### src/rtl/pixel_pkg.sv
// Shared types and helpers for the pixel stream transmitter and its raster counter.
package pixel_pkg;

  localparam int unsigned PIXEL_DATA_W = 8;

  // Literals carry a TX_ prefix so they cannot collide with the HBLANK/VBLANK parameters.
  typedef enum logic [1:0] {
    TX_IDLE,
    TX_ACTIVE,
    TX_HBLANK,
    TX_VBLANK
  } tx_state_t;

  function automatic int unsigned clog2_min1(input int unsigned value);
    int unsigned w;
    w = $clog2(value);
    return (w == 0) ? 1 : w;
  endfunction

endpackage

### src/rtl/raster_counter.sv
// Raster x/y position counter with line/frame wrap and position flags.
module raster_counter
  import pixel_pkg::*;
#(
  parameter int unsigned WIDTH  = 1920,
  parameter int unsigned HEIGHT = 1080,
  parameter int unsigned XW     = clog2_min1(WIDTH),
  parameter int unsigned YW     = clog2_min1(HEIGHT)
) (
  input  logic          clk,
  input  logic          rst_n,
  input  logic          clear,
  input  logic          advance,
  output logic [XW-1:0] x,
  output logic [YW-1:0] y,
  output logic          sol,
  output logic          eol,
  output logic          sof,
  output logic          eof
);

  localparam logic [XW-1:0] X_LAST = XW'(WIDTH - 1);
  localparam logic [YW-1:0] Y_LAST = YW'(HEIGHT - 1);

  logic [XW-1:0] x_q, x_d;
  logic [YW-1:0] y_q, y_d;

  always_comb begin
    x_d = x_q;
    y_d = y_q;
    if (clear) begin
      x_d = '0;
      y_d = '0;
    end else if (advance) begin
      if (x_q == X_LAST) begin
        x_d = '0;
        y_d = (y_q == Y_LAST) ? '0 : y_q + YW'(1);
      end else begin
        x_d = x_q + XW'(1);
      end
    end
  end

  always_ff @(posedge clk or negedge rst_n) begin
    if (!rst_n) begin
      x_q <= '0;
      y_q <= '0;
    end else begin
      x_q <= x_d;
      y_q <= y_d;
    end
  end

  assign x   = x_q;
  assign y   = y_q;
  assign sol = (x_q == '0);
  assign eol = (x_q == X_LAST);
  assign sof = (x_q == '0) && (y_q == '0);
  assign eof = (x_q == X_LAST) && (y_q == Y_LAST);

endmodule

### src/rtl/pixel_stream_tx.sv
// Raster pixel source with programmable H/V blanking and line/frame markers.
// Define PIXEL_TX_TESTPAT_EN to replace the upstream port with an internal (x+y) gradient.
module pixel_stream_tx
  import pixel_pkg::*;
#(
  parameter int unsigned DATA_W = PIXEL_DATA_W,
  parameter int unsigned WIDTH  = 1920,
  parameter int unsigned HEIGHT = 1080,
  parameter int unsigned HBLANK = 4,
  parameter int unsigned VBLANK = 8
) (
  input  logic              clk,
  input  logic              reset,
  input  logic              start,
  input  logic [DATA_W-1:0] in_pixel,
  input  logic              in_valid,
  output logic              in_ready,
  output logic [DATA_W-1:0] out_pixel,
  output logic              out_valid,
  output logic              out_sol,
  output logic              out_eol,
  output logic              out_sof,
  output logic              out_eof,
  output logic              busy,
  output logic              frame_done,
  output logic [15:0]       underrun_cnt
);

  localparam int unsigned XW        = clog2_min1(WIDTH);
  localparam int unsigned YW        = clog2_min1(HEIGHT);
  localparam int unsigned BLANK_MAX = (HBLANK > VBLANK) ? HBLANK : VBLANK;
  localparam int unsigned BW        = clog2_min1(BLANK_MAX + 1);
  localparam logic [BW-1:0] H_LAST  = (HBLANK == 0) ? '0 : BW'(HBLANK - 1);
  // VBLANK=0 still spends one cycle here so frame_done lands the cycle after the eof pixel.
  localparam logic [BW-1:0] V_LAST  = (VBLANK == 0) ? '0 : BW'(VBLANK - 1);

  tx_state_t state_q, state_d;
  logic [BW-1:0]     blank_q, blank_d;
  logic [DATA_W-1:0] out_pixel_q, out_pixel_d;
  logic              out_valid_q, out_valid_d;
  logic              out_sol_q, out_sol_d;
  logic              out_eol_q, out_eol_d;
  logic              out_sof_q, out_sof_d;
  logic              out_eof_q, out_eof_d;
  logic              frame_done_q, frame_done_d;
  logic [15:0]       underrun_q, underrun_d;

  logic              accept;
  logic              pos_clear;
  logic [XW-1:0]     pos_x;
  logic [YW-1:0]     pos_y;
  logic              pos_sol, pos_eol, pos_sof, pos_eof;
  logic [DATA_W-1:0] src_pixel;
  logic              src_valid;

`ifdef PIXEL_TX_TESTPAT_EN
  logic unused_upstream;
  assign unused_upstream = ^{in_pixel, in_valid};
  assign src_valid       = 1'b1;
  assign src_pixel       = DATA_W'(pos_x) + DATA_W'(pos_y);
`else
  logic unused_pos;
  assign unused_pos = ^{pos_x, pos_y};
  assign src_valid  = in_valid;
  assign src_pixel  = in_pixel;
`endif

  assign pos_clear = (state_q == TX_IDLE) && start;

  raster_counter #(
    .WIDTH  (WIDTH),
    .HEIGHT (HEIGHT),
    .XW     (XW),
    .YW     (YW)
  ) u_raster_counter (
    .clk     (clk),
    .rst_n   (reset),
    .clear   (pos_clear),
    .advance (accept),
    .x       (pos_x),
    .y       (pos_y),
    .sol     (pos_sol),
    .eol     (pos_eol),
    .sof     (pos_sof),
    .eof     (pos_eof)
  );

  always_comb begin
    state_d      = state_q;
    blank_d      = blank_q;
    out_pixel_d  = out_pixel_q;
    out_valid_d  = 1'b0;
    out_sol_d    = 1'b0;
    out_eol_d    = 1'b0;
    out_sof_d    = 1'b0;
    out_eof_d    = 1'b0;
    frame_done_d = 1'b0;
    underrun_d   = underrun_q;
    accept       = 1'b0;

    case (state_q)
      TX_IDLE: begin
        if (start) begin
          state_d = TX_ACTIVE;
          blank_d = '0;
        end
      end
      TX_ACTIVE: begin
        if (src_valid) begin
          accept      = 1'b1;
          out_valid_d = 1'b1;
          out_pixel_d = src_pixel;
          out_sol_d   = pos_sol;
          out_eol_d   = pos_eol;
          out_sof_d   = pos_sof;
          out_eof_d   = pos_eof;
          if (pos_eof) begin
            state_d = TX_VBLANK;
            blank_d = '0;
          end else if (pos_eol && (HBLANK != 0)) begin
            state_d = TX_HBLANK;
            blank_d = '0;
          end
        end else if (underrun_q != 16'hFFFF) begin
          underrun_d = underrun_q + 16'd1;
        end
      end
      TX_HBLANK: begin
        if (blank_q == H_LAST) begin
          state_d = TX_ACTIVE;
          blank_d = '0;
        end else begin
          blank_d = blank_q + BW'(1);
        end
      end
      TX_VBLANK: begin
        if (blank_q == V_LAST) begin
          state_d      = TX_IDLE;
          blank_d      = '0;
          frame_done_d = 1'b1;
        end else begin
          blank_d = blank_q + BW'(1);
        end
      end
      default: state_d = TX_IDLE;
    endcase
  end

  always_ff @(posedge clk or negedge reset) begin
    if (!reset) begin
      state_q      <= TX_IDLE;
      blank_q      <= '0;
      out_pixel_q  <= '0;
      out_valid_q  <= 1'b0;
      out_sol_q    <= 1'b0;
      out_eol_q    <= 1'b0;
      out_sof_q    <= 1'b0;
      out_eof_q    <= 1'b0;
      frame_done_q <= 1'b0;
      underrun_q   <= '0;
    end else begin
      state_q      <= state_d;
      blank_q      <= blank_d;
      out_pixel_q  <= out_pixel_d;
      out_valid_q  <= out_valid_d;
      out_sol_q    <= out_sol_d;
      out_eol_q    <= out_eol_d;
      out_sof_q    <= out_sof_d;
      out_eof_q    <= out_eof_d;
      frame_done_q <= frame_done_d;
      underrun_q   <= underrun_d;
    end
  end

  assign in_ready     = (state_q == TX_ACTIVE);
  assign busy         = (state_q != TX_IDLE);
  assign out_pixel    = out_pixel_q;
  assign out_valid    = out_valid_q;
  assign out_sol      = out_sol_q;
  assign out_eol      = out_eol_q;
  assign out_sof      = out_sof_q;
  assign out_eof      = out_eof_q;
  assign frame_done   = frame_done_q;
  assign underrun_cnt = underrun_q;

endmodule

### config.mk
export PLATFORM = sky130hd
export DESIGN_NAME = pixel_stream_tx
export DESIGN_NICKNAME = d
export VERILOG_FILES = /design/src/rtl/pixel_pkg.sv /design/src/rtl/raster_counter.sv /design/src/rtl/pixel_stream_tx.sv
export SDC_FILE = /design/constraint.sdc
export NUM_CORES = 1
export LEC_CHECK = 0
export BUFFER_PORTS_ARGS = -buffer_cell sky130_fd_sc_hd__buf_2
export CORE_MARGIN = 2
export CORE_UTILIZATION = 30
export CTS_BUF_LIST = sky130_fd_sc_hd__clkbuf_16
export CTS_CLUSTER_SIZE = 14
export DETAILED_ROUTE_END_ITERATION = 16
export MAX_ROUTING_LAYER = met4
export PLACE_DENSITY_LB_ADDON = 0.1
export SYNTH_ARGS = -nofsm -noshare
export SYNTH_HDL_FRONTEND = slang
export SYNTH_SLANG_ARGS = --single-unit
### constraint.sdc
create_clock -name clk -period 2.3 [get_ports clk]
set_input_delay 0.23 -clock clk [delete_from_list [all_inputs] [get_ports clk]]
set_output_delay 0.23 -clock clk [all_outputs]
set_load 0.02 [all_outputs]
# Word level (Yosys, flattened, before mapping)

Index checks and enable logic that the tools add are counted.

Add/sub/neg operators: 4
Multiply operators: 0
Div/mod/pow operators: 0
Magnitude comparators: 0
Eq/ne operators: 13
Shift-type cells: 0
Mux-type cells: 33
Bitwise gates (word level): 1
Reductions and logical operators: 14

Operators with widths:

| cell                  | number |
|---|---|
| $mux 11               | 7 |
| $mux 4                | 6 |
| $add 11x1->11 const B | 2 |
| $eq 11x11->1 const B  | 2 |
| $logic_not 11->1      | 2 |
| $add 16x1->16 const B | 1 |
| $ne 16x16->1 const B  | 1 |
| $pmux 4 s4            | 1 |
| $mux 1                | 12 |
| $mux 2                | 6 |
| $ne 2x2->1 const B    | 4 |
| $pmux 2 s4            | 1 |
| $reduce_and 3->1      | 2 |
| $reduce_bool 2->1     | 3 |
| $reduce_and 5->1      | 1 |
| $add 4x1->4 const B   | 1 |
| $eq 2x2->1 const B    | 2 |
| $eq 4x2->1 const B    | 1 |
| $eq 4x3->1 const B    | 1 |
| $reduce_and 2->1      | 2 |
| $logic_and 1x1->1     | 3 |
| $ne 3x1->1 const B    | 1 |
| $eq 2x1->1 const B    | 1 |
| $logic_not 2->1       | 1 |
| $not 1->1             | 1 |

Register bits after elaboration: 58
Bits in latches: 0
RAM bits: 0
ROM bits: 0
Input bits: 12
Output and inout port bits: 32
Logic and storage cells: 77
Memories kept: 0

# Logic depth before layout (Yosys ltp)

Gate-level depths: netlist (run 1).

Depth in word-level cells: 5
Depth in mapped cells: 7
Mapped depth without buffers: 5

# Cells and area by module

A second synthesis (run 1) with hierarchy kept.

Cells, all modules: 280
Area total of the unflattened synthesis: 2897.8 um^2

By module, submodules not included:

| module          | instances | cells an instance | area an instance (um^2) | seq. area each (um^2) |
|---|---|---|---|---|
| pixel_stream_tx | 1         | 138               | 1620.3                  | 900.9 |
| raster_counter  | 1         | 142               | 1277.5                  | 550.5 |

# Least setup slack after synthesis (run 1)

No wires, ideal clock.

Path kind: reg-to-reg
Start point: register u_raster_counter.y_q[6], in the netlist u_raster_counter.y[6]
End point: register u_raster_counter.y_q[10], in the netlist u_raster_counter.y[10]
Setup time: 134 ps
Arrival: 1872 ps
Data required time: 2166 ps
Setup slack: 294 ps
Cell stages (with the launch flop): 6
Buffers on the path: 1
Clock period less this slack: 2006 ps
Cell sequence: dfrtp_1 or4_1 or4_1 clkbuf_2 o21ai_0 a21oi_1

Word-level cells in the longest chain between the ends: 5
Elaborated cells on any way between the ends: 6
Those cells by class: add/sub (1); eq/ne (1); mux (4)

Ends and longest elaborated chain:

| item                                          | RTL line             | RTL |
|---|---|---|
| start, declared                               | raster_counter.sv:26 | `logic [YW-1:0] y_q, y_d;` |
| start signal, assigned                        | raster_counter.sv:50 | `y_q <= y_d;` |
| $add 11x1->11 or $eq 11x11->1 (tied branches) | raster_counter.sv:37 | `y_d = (y_q == Y_LAST) ? '0 : y_q + YW'(1);` |
| $mux 11 (*)                                   | raster_counter.sv:37 |  |
| $mux 11 (*)                                   | raster_counter.sv:35 | `if (x_q == X_LAST) begin` |
| $mux 11 (*)                                   | raster_counter.sv:34 | `end else if (advance) begin` |
| $mux 11 (*)                                   | raster_counter.sv:31 | `if (clear) begin` |

Every way passes the cells marked *; elsewhere a longest branch is shown, timed or not. The select of a mux whose other input is x is not followed.
A chain may end at the register's enable or synchronous reset.

# Worst setup path after layout (run 1)

Start point: register u_raster_counter.y_q[8], in the netlist u_raster_counter.y[8]
End point: register u_raster_counter.y_q[0], in the netlist u_raster_counter.y[0]

Word-level cells in the longest chain between the ends: 5

Ends and longest elaborated chain:

| item         | RTL line |
|---|---|
| $eq 11x11->1 | raster_counter.sv:37 |
| $mux 11      | raster_counter.sv:37 |
| $mux 11      | raster_counter.sv:35 |
| $mux 11      | raster_counter.sv:34 |
| $mux 11      | raster_counter.sv:31 |

No other way between the ends. The select of a mux whose other input is x is not followed.

==> run metrics, run 1 <==
outcome finished, final reports clean; Slew Viols, Final 0; Mapped Cells 297; CP dominant cell by count or4_1; max layer used met4; Max Fclk 0.453 GHz; Num CTS Buffers 9; number of fill cells in the layout 1,004; Worst Max-Slew Pin Slew 0.599 ns; Area Overhead vs Synth 24.8%; first-pass GRT wire length 11,700 µm; hold path start in_pixel[3]; Worst Path Arrival 2.40 ns; worst r2r dst u_raster_counter.y[0]; Setup Skew 0.00567 ns; Mapped Nets 315; slowest library cell on the worst path or4_1; total vias in the final route 2,452; Synth area leaders dfrtp_1 (49%), nand2_1 (5.5%), xor2_1 (3.6%); Die ar. 10,600 µm²; post-synthesis sequential area ratio 0.493; asr flop ratio synth 1.00; non-filler instance count after layout 495; period utilization 0.960; Iteration-0 DRC Markers 81; max-cap violations 0; GRT Total Usage 0.147; RSZ-0062 raised after global routing no; WS Path Type flip-flop to flip-flop; CP Cell Sequence or4_1, or4_1, nand3_1, o21ai_0; Clock Latency Late Sink 0.32 ns; WL/cell 14.0 µm; Cell Area, Placed 3400 µm²; core area 9640 µm²; ANT nets after route 0; Die Span X 103 µm; DRC Markers 0; leading area contributor after synthesis dfrtp_1; final hold slack 0.0972 ns; Fin. Hold Viols 0; Slew HR 0.598; worst IR drop on VDD 415 µV; Post-Layout Inst Area 3680 µm²; Routed WL 6950 µm; post-synthesis cell type count 54; CP Launch Type flip-flop; clk root buf clkbuf_16; met3 WL 384 µm; critical-path maximum fanout 8; IO Pins 44; FF+latch count, synth 58; most used flip-flop cell after synthesis dfrtp_1; Setup violations, final 0; CTS tree done; vias in the first global route 2,389; Initial Util 0.306; worst r2r src u_raster_counter.y[8]; total gr overflow 0; Min Clock Period, post-route 2.21 ns; post-route setup TNS 0 ns; routability cong. 0.789; overall power 3.03 mW; drt first pass iters 4; initial antenna violation count 0; clock buffer depth 2; Post-CTS Setup Bufs 0; Worst Hold Class primary input to flip-flop; Metal-1 WL 3390 µm; Detail Placement HPWL 5010 µm; pin count of the biggest net entering global routing 35; Pwr Density 823 nW/µm²; Critical Path End Type flip-flop; top cells by count, synth dfrtp_1 (58), nand2_1 (43), nor2_1 (15), nand3_1 (14), xor2_1 (12); WL met2 3090 µm; clock sink count 58; R2R Setup Slk 0.09 ns; Worst-path clk slew 0.05 ns; Static Leak 1.69 nW; worst r2r path cells 4; CP Data Required Time 2.49 ns; CTS H-tree lvls 3; I/O Buffers 43; diode count 0; yosys warns 0; top-count cell post-synth dfrtp_1; mean post-synth cell area 9.92 µm²; Die Y 103 µm; Synth Cell Area 2950 µm²; area share of the largest cell type after synthesis 0.493; Max stage delay on crit path 0.70 ns; hold depth 3; number of flops mapped to enable cells by yosys 0; placed instance count 478; Final nets 375; layout cells sized above 1 0.232; Hold EP out_pixel[3]; Core Rows 36; vias per cell 4.95
-- state kept, by name (all words and copies together), names as in the netlist --
name	cells
u_raster_counter.x	11
out_sol	1
frame_done	1
out_eof	1
state_q	2
out_pixel	8
underrun_cnt	16
u_raster_counter.y	11
out_valid	1
out_eol	1
blank_q	4
out_sof	1
-- how the worst max path moves through the flow --
stage                     startpoint                     end  slack (ns)
2_1_floorplan  u_raster_counter.y[6]  u_raster_counter.y[10]        0.29
3_3_place_gp   u_raster_counter.y[8]   u_raster_counter.y[8]         0.1
3_5_place_dp   u_raster_counter.y[8]  u_raster_counter.y[10]        0.06
4_1_cts        u_raster_counter.y[8]  u_raster_counter.y[10]        0.07
5_1_grt        u_raster_counter.y[8]   u_raster_counter.y[0]       0.006
6_report       u_raster_counter.y[8]   u_raster_counter.y[0]        0.09
-- final cells by class --
| cell class | count | area, µm² | share of cell area |
|---|---|---|---|
| sequential | 58 | 1450 | 0.395 |
| tap | 133 | 166 | 0.0453 |
| clock inverter | 7 | 46.3 | 0.0126 |
| inverter | 10 | 37.5 | 0.0102 |
| timing repair buffer | 57 | 335 | 0.0912 |
| clock buffer | 9 | 225 | 0.0612 |
| multi-input combinational | 221 | 1420 | 0.385 |
-- through the flow --
stage	setup slack (ns)	utilization
floorplan	0.294	-
global placement	0.0951	0.352
detailed placement	0.0561	0.352
CTS	0.0690	0.381
global route	0.00591	0.381
finish	0.0929	0.381
-- worst max-delay path, delay by kind of cell (launching register included) --
family | cells | cell delay [ns]
flip-flops | 1 | 0.39
AO/OA/AOI/OAI | 1 | 0.13
AND/OR/NAND/NOR | 3 | 1.56
-- timing repair --
| item | CTS | global route |
|---|---|---|
| gates resized for setup | 0 | 1 |
| hold buffers | 1 | 0 |
| hold endpoints to repair | 24 | 0 |
| setup endpoints to repair | 0 | 1 |
-- power by group --
part	switching [mW]	internal, mW	total, mW
clock network	0.484	0.723	1.21
logic	0.287	0.220	0.507
registers	0.170	1.14	1.31
total	0.940	2.09	3.03
-- placed cells by master (no fill, tap or decap), types with 3 or more instances in the layout --
cell type,n
o21ai_0,10
nand2_1,43
o31ai_1,9
xor2_1,12
nand3_1,14
a21oi_1,9
or4_1,6
buf_4,12
or2_2,4
mux2_2,3
clkbuf_16,9
nand2b_1,3
nor4_1,6
and2_1,5
nor3_1,11
nor4b_1,4
nor2_1,15
xnor2_1,7
a31oi_1,5
and4_1,4
and3_1,3
dfrtp_1,58
buf_2,43
o211ai_1,3
nand4_1,6
ha_1,6
inv_1,9
-- metal layers --
| layer | GRT usage | vias to the layer above |
|---|---|---|
| met4 | 0.0547 | 0 |
| met1 | 0.184 | 1179 |
| met3 | 0.0353 | 6 |
| li1 | - | 1202 |
| met2 | 0.232 | 65 |
| met5 | - | - |
-- cell families (layout without fill, tap and decap cells) --
logic type / count (synthesis) / after routing / synth area share
and+or+nand+nor: 141 / 141 / 0.268
DFF: 58 / 58 / 0.493
AOI/OAI and AO/OA: 50 / 50 / 0.111
xor gates and xnor gates: 19 / 19 / 0.0565
buffers and inverters: 18 / 83 / 0.0272
adders and majority gates: 6 / 6 / 0.0255
muxes: 5 / 5 / 0.0187
No activity file was read; power rests on OpenSTA's default activity.
==> run 2, diff against run 1 <==
GPL_ROUTABILITY_DRIVEN = 1   (was default)
clock period = 2.8 ns   (was 2.3 ns; I/O delays follow)
==> run metrics, run 2 (same netlist as run 1, synthesis figures left out) <==
outcome finished, final reports clean (unchanged); most common cell after layout, fill and taps aside dfrtp_1 (unchanged); CP Launch Type flip-flop (unchanged); Slew HR 0.579 (was 0.598); Bufs and invs on worst path 0 (unchanged); CP Data Required Time 2.99 ns (was 2.49 ns); final hold slack 0.140 ns (was 0.0972 ns); GRT Total Usage 0.142 (was 0.147); Setup Skew 0.00775 ns (was 0.00567 ns); clk root buf clkbuf_16 (unchanged); max reg flops 16 (unchanged); Die Y 103 µm (unchanged); DRC Markers 0 (unchanged); total vias in the final route 2,418 (was 2,452); WS Path Type flip-flop to flip-flop (unchanged); Worst Hold Class primary input to flip-flop (unchanged); Num CTS Buffers 9 (unchanged); Final nets 365 (was 375); Static Leak 1.68 nW (was 1.69 nW); Routed WL 6800 µm (was 6950 µm); Iteration-0 DRC Markers 81 (unchanged); Area Overhead vs Synth 24.9% (was 24.8%); WL/cell 14.0 µm (about the same); post-route setup TNS 0 ns (unchanged); Worst Max-Slew Pin Slew 0.626 ns (was 0.599 ns); met1 GRT Util 0.191 (was 0.184); I/O Buffers 43 (unchanged); overall power 2.80 mW (was 3.03 mW); layout cells sized above 1 0.213 (was 0.232); Clock Latency Late Sink 0.33 ns (was 0.32 ns); delay-heaviest family, CP simple AND/OR/NAND/NOR gates (unchanged); Critical Path End Type flip-flop (unchanged); RSZ-0062 raised after global routing no (unchanged); CTS H-tree lvls 3 (unchanged); critical-path maximum fanout 8 (unchanged); Pwr Density 760 nW/µm² (was 823 nW/µm²); CTS tree done (unchanged); clock sink count 58 (unchanged); Min Clock Period, post-route 2.23 ns (was 2.21 ns); busiest layer in global routing met2 (unchanged); Die ar. 10,600 µm² (unchanged); footprint of the multi-input gates 1420 µm² (unchanged); diode count 0 (unchanged); CP dominant cell by count or4_1 (unchanged); Worst-path clk slew 0.06 ns (was 0.05 ns); core area 9640 µm² (unchanged); initial antenna violation count 0 (unchanged); Worst Path Arrival 2.42 ns (was 2.40 ns); max-cap violations 0 (unchanged); vias per cell 4.99 (was 4.95); M3 GR Usage 0.0285 (was 0.0353); Die Span X 103 µm (unchanged); ANT nets after route 0 (unchanged); slowest library cell on the worst path or4_1 (unchanged); number of fill cells in the layout 980 (was 1,004); IO Pins 44 (unchanged); routability cong. 0.807 (was 0.789); Fin. Hold Viols 0 (unchanged); Core Rows 36 (unchanged); worst IR drop on VDD 358 µV (was 415 µV); CP Cell Sequence or4_1, or4_1, o21ai_0, a21oi_1 (was or4_1, or4_1, nand3_1, o21ai_0); Setup violations, final 0 (unchanged); post-cts sizing count 0 (unchanged); period utilization 0.796 (was 0.960); fin worst setup slack 0.572 ns (was 0.0929 ns); sequential cell area 1450 µm² (unchanged); commonest cells after routing, fill and taps aside dfrtp_1 (58), nand2_1 (43), buf_2 (43) (unchanged); Initial Util 0.306 (unchanged); pin count of the biggest net entering global routing 59 (was 35); first-pass GRT wire length 11,300 µm (was 11,700 µm); Max Fclk 0.449 GHz (was 0.453 GHz); DP Worst Slack 0.557 ns (was 0.0561 ns); met2 Use GR 0.203 (was 0.232); Slew Viols, Final 0 (unchanged); drt first pass iters 5 (was 4); Post-CTS Setup Bufs 0 (unchanged); clock buffer depth 2 (unchanged); Detail Placement HPWL 4650 µm (was 5010 µm); total gr overflow 0 (unchanged); vias in the first global route 2,265 (was 2,389); Max stage delay on crit path 0.68 ns (was 0.70 ns)
## run 2: changes by cell type in the layout (fill, tap and decap cells not counted)
| cell | before | now |
|---|---|---|
| inv_6 | 0 | 1 |
| o21ai_0 | 10 | 11 |
| clkinvlp_4 | 2 | 0 |
| clkinv_4 | 2 | 3 |
| o21ai_1 | 1 | 0 |
| bufinv_16 | 0 | 3 |
| buf_4 | 12 | 2 |
| clkinv_2 | 2 | 0 |
| clkinv_1 | 2 | 1 |
## run 2: final cells by class
cell class                      count  share of cell area
Timing Repair Buffer               47              0.0707
Sequential cell                    58               0.394
Clock buffer                        9              0.0612
Tap cell                          133              0.0452
Multi-Input combinational cell    221               0.384
Clock inverter                      7              0.0340
Inverter                           10              0.0102
## run 2: repair_timing
action / 4_1_cts / 5_1_grt
setup endpoints to repair: 0 / 0
hold buffers: 1 / 0
hold endpoints to repair: 58 / 0
## run 2: path summary, 6_finish.rpt
check,startpoint,endpoint,slack [ns],cells after the start
worst min-delay path,in_pixel[3],out_pixel[3],0.14,3
max in group asynchronous,reset,out_sol,2.03,3
min in group asynchronous,reset,underrun_cnt[14],0.50,3
worst min register to register,out_pixel[3],out_pixel[3],0.47,2
worst max register to register,u_raster_counter.y[6],u_raster_counter.y[8],0.57,4
worst max-delay path,u_raster_counter.y[6],u_raster_counter.y[8],0.57,4
## run 2: power by group
part           internal, mW  switching, mW
logic                 0.177          0.239
clock network         0.877          0.423
registers             0.939          0.143
total                  1.99          0.806
## run 2: worst min-delay path: stages
cell	delay, ns
buf_2	0.07
nand2_1	0.04
nand2_1	0.04
## run 2: routing by layer
layer | share of wire | wire length, µm
met1 | 0.51 | 3440
met2 | 0.43 | 2910
met3 | 0.047 | 319
met4 | 0.019 | 126
met5 | 0 | 0
## run 2: per-stage QoR
step | std cells | utilization | instance area, µm²
floorplan | 297 | - | 2950
global placement | 468 | 0.344 | 3320
detailed placement | 468 | 0.344 | 3320
CTS | 485 | 0.382 | 3680
global route | 485 | 0.382 | 3680
finish | 485 | 0.382 | 3680
